[config.mk]
export PLATFORM = sky130hd
export DESIGN_NAME = im_stream_sender_flat
export DESIGN_NICKNAME = d
export VERILOG_FILES = /design/src/rtl/im_stream_sender_if.sv /design/src/rtl/im_stream_sender.sv /design/src/flat_wrapper.sv
export SDC_FILE = /design/constraint.sdc
export NUM_CORES = 1
export LEC_CHECK = 0
export ABC_AREA = 1
export BUFFER_PORTS_ARGS = -buffer_cell sky130_fd_sc_hd__buf_2
export CAP_MARGIN = 20
export CORE_UTILIZATION = 50
export CTS_CLUSTER_DIAMETER = 80
export CTS_CLUSTER_SIZE = 8
export DETAILED_ROUTE_END_ITERATION = 8
export GPL_TIMING_DRIVEN = 0
export PLACE_DENSITY_LB_ADDON = 0.15
export SYNTH_ARGS = -nofsm -noshare
export SYNTH_HDL_FRONTEND = slang
export SYNTH_SLANG_ARGS = --single-unit
export TNS_END_PERCENT = 100
[constraint.sdc]
create_clock -name clk -period 1.7 [get_ports clk]
set_input_delay 0.34 -clock clk [delete_from_list [all_inputs] [get_ports clk]]
set_output_delay 0.34 -clock clk [all_outputs]
set_load 0.005 [all_outputs]
[src/rtl/im_stream_sender_if.sv]
// im_stream_sender_if: upstream coefficient/pixel handshakes plus the filter-side stream.
interface im_stream_sender_if #(
   parameter int DATA_BIT   = 15,
   parameter int DATA_IDBIT = 1,
   parameter int COFCNT_BIT = 15,
   parameter int PIX_BIT    = 8
);
   logic                  coef_valid;
   logic [COFCNT_BIT-1:0] coef_in;
   logic                  coef_ready;
   logic                  pix_valid;
   logic [PIX_BIT-1:0]    pix_in;
   logic                  pix_ready;
   logic                  data_out_valid;
   logic [DATA_BIT-1:0]   data_out;
   logic [DATA_IDBIT-1:0] data_id;
   modport master (
      input  coef_valid, coef_in, pix_valid, pix_in,
      output coef_ready, pix_ready, data_out_valid, data_out, data_id
   );
   modport slave (
      output coef_valid, coef_in, pix_valid, pix_in,
      input  coef_ready, pix_ready, data_out_valid, data_out, data_id
   );
endinterface

[src/rtl/im_stream_sender.sv]
// im_stream_sender: sends MASK_WIDTH**2 coefficients then one raster frame of pixels to the filter,
// inserting H_BLANK idle cycles between rows; the filter cannot stall, so timing is owned here.
module im_stream_sender #(
   parameter int DATA_BIT   = 15,
   parameter int DATA_IDBIT = 1,
   parameter int ROW_WIDTH  = 640,
   parameter int COL_WIDTH  = 480,
   parameter int MASK_WIDTH = 7,
   parameter int CNT_BIT    = 10,
   parameter int COFCNT_BIT = 15,
   parameter int PIX_BIT    = 8,
   parameter int H_BLANK    = 4,
   parameter int ID_COEF    = 0,
   parameter int ID_PIX     = 1
) (
   input  logic                 clk,
   input  logic                 reset_in,
   input  logic                 start,
   im_stream_sender_if.master   s,
   output logic                 busy,
   output logic                 done
);
   localparam int NCOEF = MASK_WIDTH * MASK_WIDTH;
   typedef enum logic [2:0] {IDLE, COEF, PIX, BLANK, DONE} state_t;
   state_t state, state_nx;
   logic [CNT_BIT-1:0] coef_cnt, col, row, blank_cnt;
   logic coef_acc, pix_acc, coef_last, row_end, frame_end, blank_end;
   // Ready depends on state only, so an accept is simply ready-state & valid.
   assign coef_acc   = (state == COEF) && s.coef_valid;
   assign pix_acc    = (state == PIX) && s.pix_valid;
   assign coef_last  = coef_acc && coef_cnt == CNT_BIT'(NCOEF - 1);
   assign row_end    = pix_acc && col == CNT_BIT'(ROW_WIDTH - 1);
   assign frame_end  = row_end && row == CNT_BIT'(COL_WIDTH - 1);
   assign blank_end  = blank_cnt == CNT_BIT'(H_BLANK - 1);
   assign s.coef_ready = state == COEF;
   assign s.pix_ready  = state == PIX;
   assign busy         = state != IDLE;
   assign done         = state == DONE;
   always_comb begin
      state_nx = state;
      case (state)
         IDLE:    state_nx = start ? COEF : IDLE;
         COEF:    state_nx = coef_last ? PIX : COEF;
         PIX:     state_nx = frame_end ? DONE : (row_end && H_BLANK > 0) ? BLANK : PIX;
         BLANK:   state_nx = blank_end ? PIX : BLANK;
         DONE:    state_nx = IDLE;
         default: state_nx = IDLE;
      endcase
   end
   always_ff @(posedge clk or negedge reset_in) begin
      if (!reset_in) begin
         state            <= IDLE;
         coef_cnt         <= '0;
         col              <= '0;
         row              <= '0;
         blank_cnt        <= '0;
         s.data_out_valid <= 1'b0;
         s.data_out       <= '0;
         s.data_id        <= DATA_IDBIT'(ID_COEF);
      end else begin
         state            <= state_nx;
         s.data_out_valid <= coef_acc || pix_acc;
         blank_cnt        <= (state == BLANK) ? blank_cnt + 1'b1 : '0;
         if (state == IDLE && start) begin
            coef_cnt <= '0;
            col      <= '0;
            row      <= '0;
         end
         if (coef_acc) begin
            coef_cnt   <= coef_cnt + 1'b1;
            s.data_out <= DATA_BIT'(s.coef_in);
            s.data_id  <= DATA_IDBIT'(ID_COEF);
         end
         if (pix_acc) begin
            col        <= row_end ? '0 : col + 1'b1;
            row        <= row_end ? row + 1'b1 : row;
            s.data_out <= DATA_BIT'(s.pix_in);
            s.data_id  <= DATA_IDBIT'(ID_PIX);
         end
      end
   end
endmodule

[src/flat_wrapper.sv]
// flat-port wrapper written by rule: the top's interface ports become plain ports
module im_stream_sender_flat 
#(
   parameter int DATA_BIT   = 15,
   parameter int DATA_IDBIT = 1,
   parameter int ROW_WIDTH  = 640,
   parameter int COL_WIDTH  = 480,
   parameter int MASK_WIDTH = 7,
   parameter int CNT_BIT    = 10,
   parameter int COFCNT_BIT = 15,
   parameter int PIX_BIT    = 8,
   parameter int H_BLANK    = 4,
   parameter int ID_COEF    = 0,
   parameter int ID_PIX     = 1
)
  (clk, reset_in, start, busy, done, s_coef_valid, s_coef_in, s_pix_valid, s_pix_in, s_coef_ready, s_pix_ready, s_data_out_valid, s_data_out, s_data_id);
  im_stream_sender_if #(.DATA_BIT(DATA_BIT), .DATA_IDBIT(DATA_IDBIT), .COFCNT_BIT(COFCNT_BIT), .PIX_BIT(PIX_BIT)) s_i ();
  input  logic clk;
  input  logic reset_in;
  input  logic start;
  output logic busy;
  output logic done;
  input wire logic [$bits(s_i.coef_valid)-1:0] s_coef_valid;
  input wire logic [$bits(s_i.coef_in)-1:0] s_coef_in;
  input wire logic [$bits(s_i.pix_valid)-1:0] s_pix_valid;
  input wire logic [$bits(s_i.pix_in)-1:0] s_pix_in;
  output wire logic [$bits(s_i.coef_ready)-1:0] s_coef_ready;
  output wire logic [$bits(s_i.pix_ready)-1:0] s_pix_ready;
  output wire logic [$bits(s_i.data_out_valid)-1:0] s_data_out_valid;
  output wire logic [$bits(s_i.data_out)-1:0] s_data_out;
  output wire logic [$bits(s_i.data_id)-1:0] s_data_id;
  assign s_i.coef_valid = s_coef_valid;
  assign s_i.coef_in = s_coef_in;
  assign s_i.pix_valid = s_pix_valid;
  assign s_i.pix_in = s_pix_in;
  assign s_coef_ready = s_i.coef_ready;
  assign s_pix_ready = s_i.pix_ready;
  assign s_data_out_valid = s_i.data_out_valid;
  assign s_data_out = s_i.data_out;
  assign s_data_id = s_i.data_id;
  im_stream_sender #(.DATA_BIT(DATA_BIT), .DATA_IDBIT(DATA_IDBIT), .ROW_WIDTH(ROW_WIDTH), .COL_WIDTH(COL_WIDTH), .MASK_WIDTH(MASK_WIDTH), .CNT_BIT(CNT_BIT), .COFCNT_BIT(COFCNT_BIT), .PIX_BIT(PIX_BIT), .H_BLANK(H_BLANK), .ID_COEF(ID_COEF), .ID_PIX(ID_PIX)) u_core (.clk(clk), .reset_in(reset_in), .start(start), .s(s_i), .busy(busy), .done(done));
endmodule
==> results.rst, run 1 <==
.. list-table::
   :header-rows: 1

   * - Metric
     - Value
   * - Core Area
     - roughly 6000 um2
   * - CTS clock-pin slew for the worst setup and hold paths
     - about 0.070 ns
   * - Count of final hold-check violations
     - 0
   * - CTS buffer count
     - 9
   * - DR vias
     - around 2700
   * - Cell area after layout
     - 3730 um2
   * - LEAKAGE
     - ~1.8 nW
   * - Total area of sequential cells
     - ~1500 um2
   * - Area of the mapped netlist
     - around 3100 um2
   * - Max-slew headroom at the worst pin
     - between 60 and 70%
   * - Placement-stage cell area
     - ~3500 um2
   * - Global-route wire length before repair
     - 11.0 mm
   * - Layout cell share with drive strength beyond 1
     - a little over a fifth
   * - Initial DRC count
     - 103
   * - Synth Register Bits
     - 60
   * - Startpoint of the most critical hold path
     - s_coef_in[10]
   * - Layout Nets
     - 491
   * - Cell depth of the worst min-delay path
     - 3
   * - Pre-CTS setup slack
     - roughly 0.069 ns
   * - Part of the cycle the worst path needs
     - between 90% and 100%
   * - Synth warnings
     - 0
   * - Mapped Cells
     - approximately 400
   * - Number of maximum-capacitance violations
     - 0
   * - First-pass iteration count of the detailed router
     - 5
   * - Hpwl dp
     - approximately 4.9 mm
   * - Number of cells traversed by the worst register-to-register path
     - 8
   * - Clk_skew
     - between 0.005 and 0.006 ns
   * - Clock Sinks
     - 60
   * - Outcome
     - complete, no violations
   * - Total global routing track utilization
     - 22.3%
   * - Worst stage delay on the critical path
     - around 0.4 ns
   * - Worst-path fanout max
     - 5
   * - Data arrival time at the worst-slack endpoint
     - between 1 and 1.5 ns
   * - Slowest library cell on the worst path
     - dfrtp_1
   * - Pwr per Cell Area
     - between 800 and 900 nW/um2
   * - Final weighted congestion in routability-driven placement
     - just under 0.9
   * - WL/cell
     - 12.6 um
   * - Remaining antenna violation count
     - 0
   * - Number of top-level pins
     - between 40 and 50
   * - Fillers
     - approximately 530
   * - Clock Tree Root
     - clkbuf_8
   * - Antenna violations before repair
     - 0
   * - Post-Synthesis Net Count
     - ~430
   * - Layout-stage area growth over the synthesis result
     - 19.4%
   * - IR Drop Worst-Case VDD
     - between 0.0006 and 0.0007 V
   * - GRT overflow
     - 0
   * - Buffers plus inverters on the worst setup path
     - 3
   * - Logic depth of the worst path, buffers included
     - 4
   * - Site row count
     - 28
   * - Average cell area after synthesis
     - around 8 um2
   * - Die span in x
     - between 80 and 90 um
   * - Tightest Hold Check Type
     - primary input to flop
   * - Remaining DRCs
     - 0
   * - Startpoint class of the critical path
     - flop
   * - CTS tree
     - yes
   * - Vias per inst
     - around 5.0
   * - Worst setup path start
     - u_core.state[2]$_DFF_PN0_
   * - Max Clk Rate
     - roughly 630 MHz
   * - List of cells traversed by the critical path
     - inv_1 > nand3_2 > inv_1 > buf_2
   * - Data required time at the worst endpoint
     - approximately 1.4 ns
   * - Register area share after synthesis
     - between 40% and 50%
   * - Initial Utilization
     - 52.2%
   * - Distinct cells, synth
     - 31
   * - Kind of cell adding the most delay to the critical path
     - flip-flops
   * - Slew Viols, Final
     - 0
   * - Inserted Diodes
     - 0
   * - Reg-to-reg startpoint
     - u_core.col[0]$_DFFE_PN0P_
   * - Critical Path End Type
     - output port
   * - Critical Path Most Common Cell
     - inv_1
   * - Total number of H-tree levels
     - 3
   * - Largest net degree at the start of global routing
     - 40
   * - # setup viols final
     - 0
   * - Post-layout power
     - 3.33 mW
   * - Height of the die
     - 81.1 um
   * - Number of placed instances, taps included
     - between 500 and 600
   * - Minimum setup slack in the final design
     - about 0.11 ns
   * - Slew of the pin with the lowest slew margin
     - ~0.52 ns
   * - Clock latency at the later pin of the worst-skew pair
     - roughly 0.34 ns
   * - Hold slack
     - between 0.2 and 0.25 ns
   * - Total Die Area
     - ~6600 um2
   * - Final Instance Count excl. Fillers
     - ~540
   * - Path type of the worst setup path
     - flop to output port
   * - Setup TNS after final layout
     - 0 ns
   * - DRT Wirelength
     - between 6 and 7 mm
   * - Number of buffers inserted by port buffering
     - 48
   * - Final period demand of the worst path
     - between 1.5 and 2 ns
   * - Area of combinational cells with multiple inputs
     - approximately 1400 um2
   * - Number of global-route vias before repair
     - between 2000 and 3000
   * - Buffers from clock root to sink, at most
     - 2
   * - Post-layout utilization of the core
     - between 60% and 70%
## worst reg2reg max path, cell delays in order, from the launching register on
cell and delay (ns):
dfrtp_1 0.39, ha_1 0.23, nand3_2 0.12, nor2_2 0.16, nand2_1 0.11, inv_1 0.10
nand2_1 0.12, o21ai_0 0.16, nand2_1 0.07
## worst paths after layout
path	end	slack, ns
worst max register to register	u_core.state[1]$_DFF_PN0_	0.14
min in group asynchronous	u_core.blank_cnt[7]$_DFF_PN0_	0.51
worst min register to register	u_core.s.data_id$_DFFE_PN0P_	0.47
worst min-delay path	u_core.s.data_out[10]$_DFFE_PN0P_	0.20
max in group asynchronous	u_core.col[9]$_DFFE_PN0P_	0.60
worst max-delay path	s_coef_ready	0.11
## flip-flops by register name (all words and copies together) (netlist names)
signal / count
u_core.s.data_out: 15
u_core.blank_cnt: 10
u_core.coef_cnt: 10
u_core.col: 10
u_core.row: 10
u_core.state: 3
u_core.s.data_id: 1
u_core.s.data_out_valid: 1
## kinds of logic after synthesis
| group | count (synthesis) | share of synthesized area, % |
|---|---|---|
| buffers and inverters | 53 | 7.16 |
| xor gates and xnor gates | 8 | 2.24 |
| adders and majority gates | 5 | 2.00 |
| DFF | 60 | 48.0 |
| and+or+nand+nor | 224 | 32.6 |
| AOI/OAI and AO/OA | 45 | 8.00 |
## repair_timing
item                                    CTS  global route
endpoints found under the setup margin    0             7
hold buffers                              1             0
buffers inserted                          0             2
resized for setup                         0             2
endpoints found under the hold margin    21             0
## area by class of cell
class,instances,area share [%]
buffer,6,1.27
clock buffer,11,3.79
clock inverter,5,2.01
inverter,47,4.72
multi-input combinational,282,37.9
sequential,60,40.2
tap,75,2.51
timing repair buffer,52,7.64
## cell usage in the layout (no fill, tap or decap), types with 2 or more instances in the layout
master	count
nand2_1	117
dfrtp_1	60
buf_2	50
inv_1	42
nand3_1	40
nor2_1	28
o21ai_0	27
nand4_1	10
clkbuf_8	10
nor3_1	9
a21oi_1	8
inv_2	5
xor2_1	5
nand2_2	5
o21ai_2	5
ha_1	5
nor2_4	4
nand3_2	3
buf_6	3
xnor2_1	3
o22ai_1	3
clkinv_2	3
clkbuf_1	2
bufinv_16	2
buf_4	2
## report_power, final
part / switching, mW / total, mW / internal, mW / leakage, nW
registers: 0.0814 / 1.60 / 1.51 / 0.785
clock network: 0.560 / 1.42 / 0.858 / 0.113
logic: 0.182 / 0.316 / 0.134 / 0.944
## cells in the mapped netlist, drive strengths merged
cell    instances  area, um2
nor4            1       6.26
nand2         123        482
o21ai          33        184
and2            1       6.26
clkbuf          1       3.75
a21oi           8       40.0
o21bai          1       7.51
nand3b          1       7.51
dfrtp          60       1500
inv            47        176
ha              5       62.6
xor2            5       43.8
nand3          43        220
o22ai           3       18.8
nand4          11       75.1
buf             5       43.8
or2             1       6.26
nor3           10       61.3
nor2           33        156
xnor2           3       26.3
## metal layers
metal	up-vias	global-route usage, %	wire length, um
met5	-	0	0
met4	0	10.9	134
met3	12	4.49	146
met2	31	36.4	3270
met1	1262	28.1	3240
li1	1407	-	-
Note: power is estimated with default switching activity, not from simulation.
==> inputs of run 2 (changes only) <==
clock period = 1.3 ns   (was 1.7 ns; I/O delays follow)
==> run 2 against run 1 <==
  * The run now ends with negative setup slack left
  * First-iteration DRC count grew 48%
  * Critical path type is now flop to flop
  * Worst setup slack worse by 0.31 ns
  * Highest routed layer unchanged
  * Cell count grew 4.6%
  * Register-to-register slack got worse by 0.34 ns
  * Cell area increased by 15%
  * Largest power group unchanged
  * Clock power up 13%
==> results.rst, run 2 (same netlist as run 1, synthesis figures left out) <==
.. list-table::
   :header-rows: 1

   * - Metric
     - Value
   * - Failing checks
     - negative setup slack
   * - Data required time at the worst endpoint
     - 1.52 ns (+0.16 ns)
   * - Layout-stage area growth over the synthesis result
     - 37.6%
   * - CTS tree
     - yes
   * - Met2 usage in global routing
     - 38.5% (+2.1 points)
   * - Worst-path fanout max
     - 7 (+2)
   * - CTS buffer count
     - 9 (unchanged)
   * - Number of top-level pins
     - 49 (unchanged)
   * - Largest net degree at the start of global routing
     - 40 (unchanged)
   * - Clk_skew
     - 0.0144 ns (+0.00884 ns)
   * - WL/cell
     - 13.5 um (+6.8%)
   * - Startpoint class of the critical path
     - flop
   * - Die span in x
     - 81.1 um (unchanged)
   * - Area of combinational cells with multiple inputs
     - 1710 um2 (+21%)
   * - Critical Path End Type
     - flop
   * - Clock Sinks
     - 60 (unchanged)
   * - Slew of the pin with the lowest slew margin
     - 0.531 ns (+0.0105 ns)
   * - Final weighted congestion in routability-driven placement
     - 0.850 (-4.0%)
   * - Vias per inst
     - 5.17 (+2.5%)
   * - CTS clock-pin slew for the worst setup and hold paths
     - 0.07 ns (about the same)
   * - Minimum setup slack in the final design
     - -0.200 ns (-0.307 ns)
   * - Number of global-route vias before repair
     - 2714 (+6.6%)
   * - Clock latency at the later pin of the worst-skew pair
     - 0.34 ns (about the same)
   * - First-pass iteration count of the detailed router
     - 4 (-1)
   * - Register with the highest flop count
     - u_core.s.data_out
   * - Largest register FFs
     - 15 (unchanged)
   * - GR Layer Usage met1
     - 33.2% (+5.1 points)
   * - DRT Wirelength
     - 7.58 mm (+12%)
   * - Total global routing track utilization
     - 24.5% (+2.2 points)
   * - Setup TNS after final layout
     - -5.13 ns (-5.13 ns)
   * - Slew Viols, Final
     - 0 (unchanged)
   * - Clock Tree Root
     - clkbuf_8
   * - Final period demand of the worst path
     - 1.50 ns
   * - Layout Nets
     - 516 (+5.1%)
   * - LEAKAGE
     - 2.08 nW (+13%)
   * - Initial DRC count
     - 152 (+48%)
   * - # setup viols final
     - 47 (+47)
   * - Pwr per Cell Area
     - 1010 nW/um2 (+13%)
   * - Number of buffers inserted by port buffering
     - 48 (unchanged)
   * - Tightest Hold Check Type
     - primary input to flop
   * - DR vias
     - 2909 (+7.3%)
   * - Global-route wire length before repair
     - 12.3 mm (+11%)
   * - Placement-stage cell area
     - 3520 um2 (+1.1%)
   * - Outcome
     - complete, but fails checks
   * - Inserted Diodes
     - 0 (unchanged)
   * - Max Clk Rate
     - roughly 670 MHz
   * - Count of final hold-check violations
     - 0 (unchanged)
   * - Most frequent cells in the layout
     - nand2_1 (98), dfrtp_1 (59), buf_2 (48), inv_1 (35), nand3_1 (28)
   * - Max-slew headroom at the worst pin
     - 64.6% (-0.70 points)
   * - Fraction of met3 tracks used by global routing
     - 5.73% (+1.2 points)
   * - Cell area after layout
     - 4310 um2 (+15%)
   * - Setup repair after global routing missed its margin
     - yes
   * - Hpwl dp
     - 4.71 mm (-3.7%)
   * - GRT overflow
     - 0 (unchanged)
   * - Site row count
     - 28 (unchanged)
   * - Core Area
     - 5990 um2 (unchanged)
   * - Buffers from clock root to sink, at most
     - 2 (unchanged)
   * - Path type of the worst setup path
     - flop to flop
   * - Total area of sequential cells
     - 1500 um2 (about the same)
   * - Most Crowded Layer GR
     - met2
   * - Total number of H-tree levels
     - 3 (unchanged)
   * - Commonest non-fill, non-tap cell in the layout
     - nand2_1
   * - Initial Utilization
     - 52.2% (unchanged)
   * - Antenna violations before repair
     - 0 (unchanged)
   * - IR Drop Worst-Case VDD
     - 0.000849 V (+27%)
   * - Remaining DRCs
     - 0 (unchanged)
   * - Remaining antenna violation count
     - 0 (unchanged)
   * - Part of the cycle the worst path needs
     - 115%
   * - Data arrival time at the worst-slack endpoint
     - 1.72 ns (+0.47 ns)
   * - Fillers
     - 428 (-19%)
   * - Height of the die
     - 81.1 um (unchanged)
   * - Number of maximum-capacitance violations
     - 0 (unchanged)
   * - Total Die Area
     - 6580 um2 (unchanged)
   * - Layout cell share with drive strength beyond 1
     - 36.9% (+16 points)
## run 2: what timing repair did
item,in CTS,in global routing
resized for setup,58,43
buffers inserted,15,8
hold endpoints to repair,21,0
setup endpoints to repair,55,57
pin swaps,10,7
hold buffers,1,0
cloned,1,3
## run 2: stage by stage
step | setup WS, ns | power, mW | hold slack (ns) | utilization (%) | cells
final | -0.200 | 4.36 | 0.121 | 71.9 | 563
after global routing | -0.250 | 4.56 | 0.118 | 71.9 | 563
after global placement | -0.254 | 2.55 | 0.450 | 58.5 | 518
after CTS | -0.195 | 4.23 | 0.119 | 67.4 | 552
after floorplan | -0.0411 | 2.39 | -0.0356 | - | 395
after detailed placement | -0.261 | 2.57 | 0.269 | 58.8 | 519
## run 2: power by group
group,internal [mW],leakage [nW],switching [mW]
logic,0.296,1.20,0.327
registers,1.98,0.783,0.140
clock network,0.876,0.0931,0.739
total,3.15,2.08,1.21
## run 2: worst max-delay path: stages (launching register included)
cell,delay (ns)
dfrtp_2,0.42
nor3_4,0.29
nand2_4,0.18
nor2_4,0.15
nor2_4,0.08
buf_8,0.14
nand2_4,0.05
o21ai_2,0.05
## run 2: final timing paths
check	end	slack, ns	start	cells after the start
max in group asynchronous	u_core.state[0]$_DFF_PN0_	0.27	reset_in	3
hold / removal	u_core.s.data_out[8]$_DFFE_PN0P_	0.12	s_coef_in[8]	3
setup reg to reg	u_core.row[6]$_DFFE_PN0P_	-0.20	u_core.state[0]$_DFF_PN0_	7
setup / recovery	u_core.row[6]$_DFFE_PN0P_	-0.20	u_core.state[0]$_DFF_PN0_	7
hold reg to reg	u_core.s.data_out[8]$_DFFE_PN0P_	0.47	u_core.s.data_out[8]$_DFFE_PN0P_	2
min in group asynchronous	u_core.blank_cnt[4]$_DFF_PN0_	0.43	reset_in	2
## run 2: final cells by class
cell class	count	share of cell area, %
buffer	6	1.57
clock buffer	11	3.05
clock inverter	5	1.22
inverter	47	4.68
multi-input combinational	282	39.7
sequential	60	34.9
tap	75	2.18
timing repair buffer	76	12.5
timing repair inverter	1	0.203
## run 2: layer usage
metal	wire length [um]	share of wire, %
met1	3520	46
met2	3760	50
met3	210	2.8
met4	87	1.1
met5	0	0
==> inputs of run 3 (changes only) <==
GPL_TIMING_DRIVEN = not set   (was 0)
==> run 3 against run 2 <==
  * The flow still finishes with violations (negative setup slack)
  * Cell area is 6.9% higher
  * Core utilization is 4.9 points higher
  * Via count is 7.8% higher
  * Worst setup slack worse by 0.055 ns
  * Total power is 2.0% higher
  * Combinational power is 11% higher
  * Maximum frequency is 3.5% lower
  * Worst hold slack better by 0.0018 ns
  * Critical path type is now flop to output port
  * Critical endpoint is now s_pix_ready
  * Largest cell class unchanged
  * Largest power group unchanged
  * Highest routed layer unchanged
==> results.rst, run 3 (same netlist as run 1, synthesis figures left out) <==
.. list-table::
   :header-rows: 1

   * - Metric
     - Value
   * - Most frequent cells in the layout
     - nand2_1 (97), dfrtp_1 (58), buf_2 (46), buf_4 (38), inv_1 (35)
   * - Fillers
     - 364 (-15%)
   * - Buffers from clock root to sink, at most
     - 2 (unchanged)
   * - WL/cell
     - 14.6 um (+8.5%)
   * - CTS tree
     - yes
   * - Final period demand of the worst path
     - 1.56 ns (+0.0549 ns)
   * - Total Die Area
     - 6580 um2 (unchanged)
   * - CTS buffer count
     - 9 (unchanged)
   * - Layout-stage area growth over the synthesis result
     - 47.1%
   * - Hpwl dp
     - 4.98 mm (+5.6%)
   * - Clk_skew
     - 0.0118 ns (-0.00264 ns)
   * - Initial DRC count
     - 182 (+20%)
   * - Global-route wire length before repair
     - 11.4 mm (-7.4%)
   * - First-pass iteration count of the detailed router
     - 5 (+1)
   * - LEAKAGE
     - 2.25 nW (+8.5%)
   * - Site row count
     - 28 (unchanged)
   * - IR Drop Worst-Case VDD
     - 0.000731 V (-14%)
   * - Number of global-route vias before repair
     - 2647 (-2.5%)
   * - Height of the die
     - 81.1 um (unchanged)
   * - Largest register FFs
     - 15 (unchanged)
   * - Outcome
     - complete, but fails checks
   * - DRT Wirelength
     - 8.59 mm (+13%)
   * - Remaining antenna violation count
     - 0 (unchanged)
   * - Count of final hold-check violations
     - 0 (unchanged)
   * - Worst stage delay on the critical path
     - 0.38 ns (-0.04 ns)
   * - Number of buffers inserted by port buffering
     - 48 (unchanged)
   * - Clock Tree Root
     - clkbuf_8
   * - Minimum setup slack in the final design
     - -0.255 ns (-0.0549 ns)
   * - Slew Viols, Final
     - 0 (unchanged)
   * - Remaining DRCs
     - 0 (unchanged)
   * - GRT overflow
     - 0 (unchanged)
   * - Pre-CTS setup slack
     - -0.129 ns (+0.133 ns)
   * - Clock latency at the later pin of the worst-skew pair
     - 0.34 ns (about the same)
   * - Initial Utilization
     - 52.2% (unchanged)
   * - Slowest library cell on the worst path
     - dfrtp_1
   * - Worst-path fanout max
     - 4 (-3)
   * - Part of the cycle the worst path needs
     - 120% (+4.2 points)
   * - Data arrival time at the worst-slack endpoint
     - 1.30 ns (-0.42 ns)
   * - Failing checks
     - negative setup slack
   * - Path type of the worst setup path
     - flop to output port
   * - Die span in x
     - 81.1 um (unchanged)
   * - Layout cell share with drive strength beyond 1
     - 40.7% (+3.9 points)
   * - Layout Nets
     - 541 (+4.8%)
   * - Setup repair after global routing missed its margin
     - yes
   * - Inserted Diodes
     - 0 (unchanged)
   * - Cell-internal power
     - 3.19 mW (+1.2%)
   * - # setup viols final
     - 53 (+13%)
   * - Tightest Hold Check Type
     - primary input to flop
   * - Slew of the pin with the lowest slew margin
     - 0.324 ns (-0.207 ns)
   * - Startpoint class of the critical path
     - flop
   * - Max Clk Rate
     - 643 MHz (-3.5%)
   * - Critical Path End Type
     - output port
   * - List of cells traversed by the critical path
     - inv_2 > nor3_4 > buf_6 > buf_6
   * - Number of top-level pins
     - 49 (unchanged)
   * - DR vias
     - 3136 (+7.8%)
   * - Clock group share of total power
     - 36.7% (-0.4 points)
   * - Core Area
     - 5990 um2 (unchanged)
   * - Antenna violations before repair
     - 0 (unchanged)
   * - Register-to-Register Setup Slack
     - -0.23 ns (-0.03 ns)
   * - Combinational power share
     - 15.6% (+1.3 points)
   * - Data required time at the worst endpoint
     - 1.04 ns (-0.48 ns)
   * - Register with the highest flop count
     - u_core.s.data_out
   * - Sequential Power Share
     - 47.7% (-1.0 points)
   * - Final weighted congestion in routability-driven placement
     - 0.822 (-3.3%)
   * - Number of maximum-capacitance violations
     - 0 (unchanged)
   * - Post-layout utilization of the core
     - 76.8% (+4.9 points)
   * - Pwr per Cell Area
     - 965 nW/um2 (-4.6%)
   * - Commonest non-fill, non-tap cell in the layout
     - nand2_1
   * - Critical Path Most Common Cell
     - buf_6
   * - Max-slew headroom at the worst pin
     - 78.4% (+14 points)
   * - Vias per inst
     - 5.33 (+3.2%)
   * - Clock Sinks
     - 60 (unchanged)
   * - Setup TNS after final layout
     - -8.01 ns (-2.88 ns)
   * - Switching power of the nets
     - 1.25 mW (+4.0%)
   * - Net switching fraction of the power
     - 28.2% (+0.55 points)
   * - CTS clock-pin slew for the worst setup and hold paths
     - 0.06 ns (about the same)
   * - Total number of H-tree levels
     - 3 (unchanged)
   * - Largest net degree at the start of global routing
     - 61 (+53%)
   * - Total global routing track utilization
     - 22.7% (-1.8 points)
[run 3: final timing paths]
path / from / endpoint / cells after the start
worst min-delay path: s_coef_in[8] / u_core.s.data_out[8]$_DFFE_PN0P_ / 3
min in group asynchronous: reset_in / u_core.blank_cnt[7]$_DFF_PN0_ / 3
worst max-delay path: u_core.state[1]$_DFF_PN0_ / s_pix_ready / 4
worst max register to register: u_core.state[1]$_DFF_PN0_ / u_core.row[7]$_DFFE_PN0P_ / 9
worst min register to register: u_core.s.data_id$_DFFE_PN0P_ / u_core.s.data_id$_DFFE_PN0P_ / 2
max in group asynchronous: reset_in / u_core.coef_cnt[2]$_DFFE_PN0P_ / 3
[run 3: layer usage]
layer | up-vias | global-route usage, % | wire length (um) | share of wire (%)
li1 | 1518 | - | - | -
met1 | 1498 | 28.3 | 3490 | 41
met2 | 92 | 38.4 | 4490 | 52
met3 | 28 | 4.38 | 350 | 4.1
met4 | 0 | 9.64 | 263 | 3.1
met5 | - | 0 | 0 | 0
[run 3: per-stage QoR]
| step | hold WS (ns) | total power [mW] | instances | instance area [um2] |
|---|---|---|---|---|
| final | 0.123 | 4.44 | 588 | 4600 |
| after global routing | 0.132 | 4.62 | 588 | 4600 |
| after CTS | 0.118 | 4.26 | 574 | 4080 |
| after detailed placement | 0.289 | 2.64 | 552 | 3780 |
| after global placement | 0.293 | 2.62 | 552 | 3780 |
| after floorplan | -0.0356 | 2.39 | 395 | 3170 |
[run 3: power by group through the flow]
stage / Combinational (mW) / Clock, mW / Sequential (mW)
after floorplan: 0.270 / 0 / 2.12
after global placement: 0.491 / 0 / 2.13
after detailed placement: 0.502 / 0 / 2.13
after CTS: 0.537 / 1.62 / 2.10
after global routing: 0.768 / 1.72 / 2.13
final: 0.692 / 1.63 / 2.12
[run 3: cell type report]
cell class / count / area (um2) / share of cell area (%)
inverter: 47 / 209 / 4.54
timing repair inverter: 1 / 8.76 / 0.190
timing repair buffer: 107 / 862 / 18.7
sequential: 60 / 1500 / 32.7
clock inverter: 5 / 52.6 / 1.14
tap: 75 / 93.8 / 2.04
multi-input combinational: 282 / 1740 / 37.8
clock buffer: 11 / 131 / 2.85
[run 3: worst max-delay path: cells and delay by family, from the launching register on]
kind	cells	cell delay (ns)
buffers and inverters	3	0.33
DFF	1	0.38
and+or+nand+nor	1	0.26
[run 3: timing repair]
item                                    CTS  global route
pin swaps                                 6            14
cloned                                    0             4
setup buffers                             5            11
endpoints found under the setup margin   34            54
hold buffers                              1             0
hold endpoints to repair                 60             0
resized for setup                        23           107
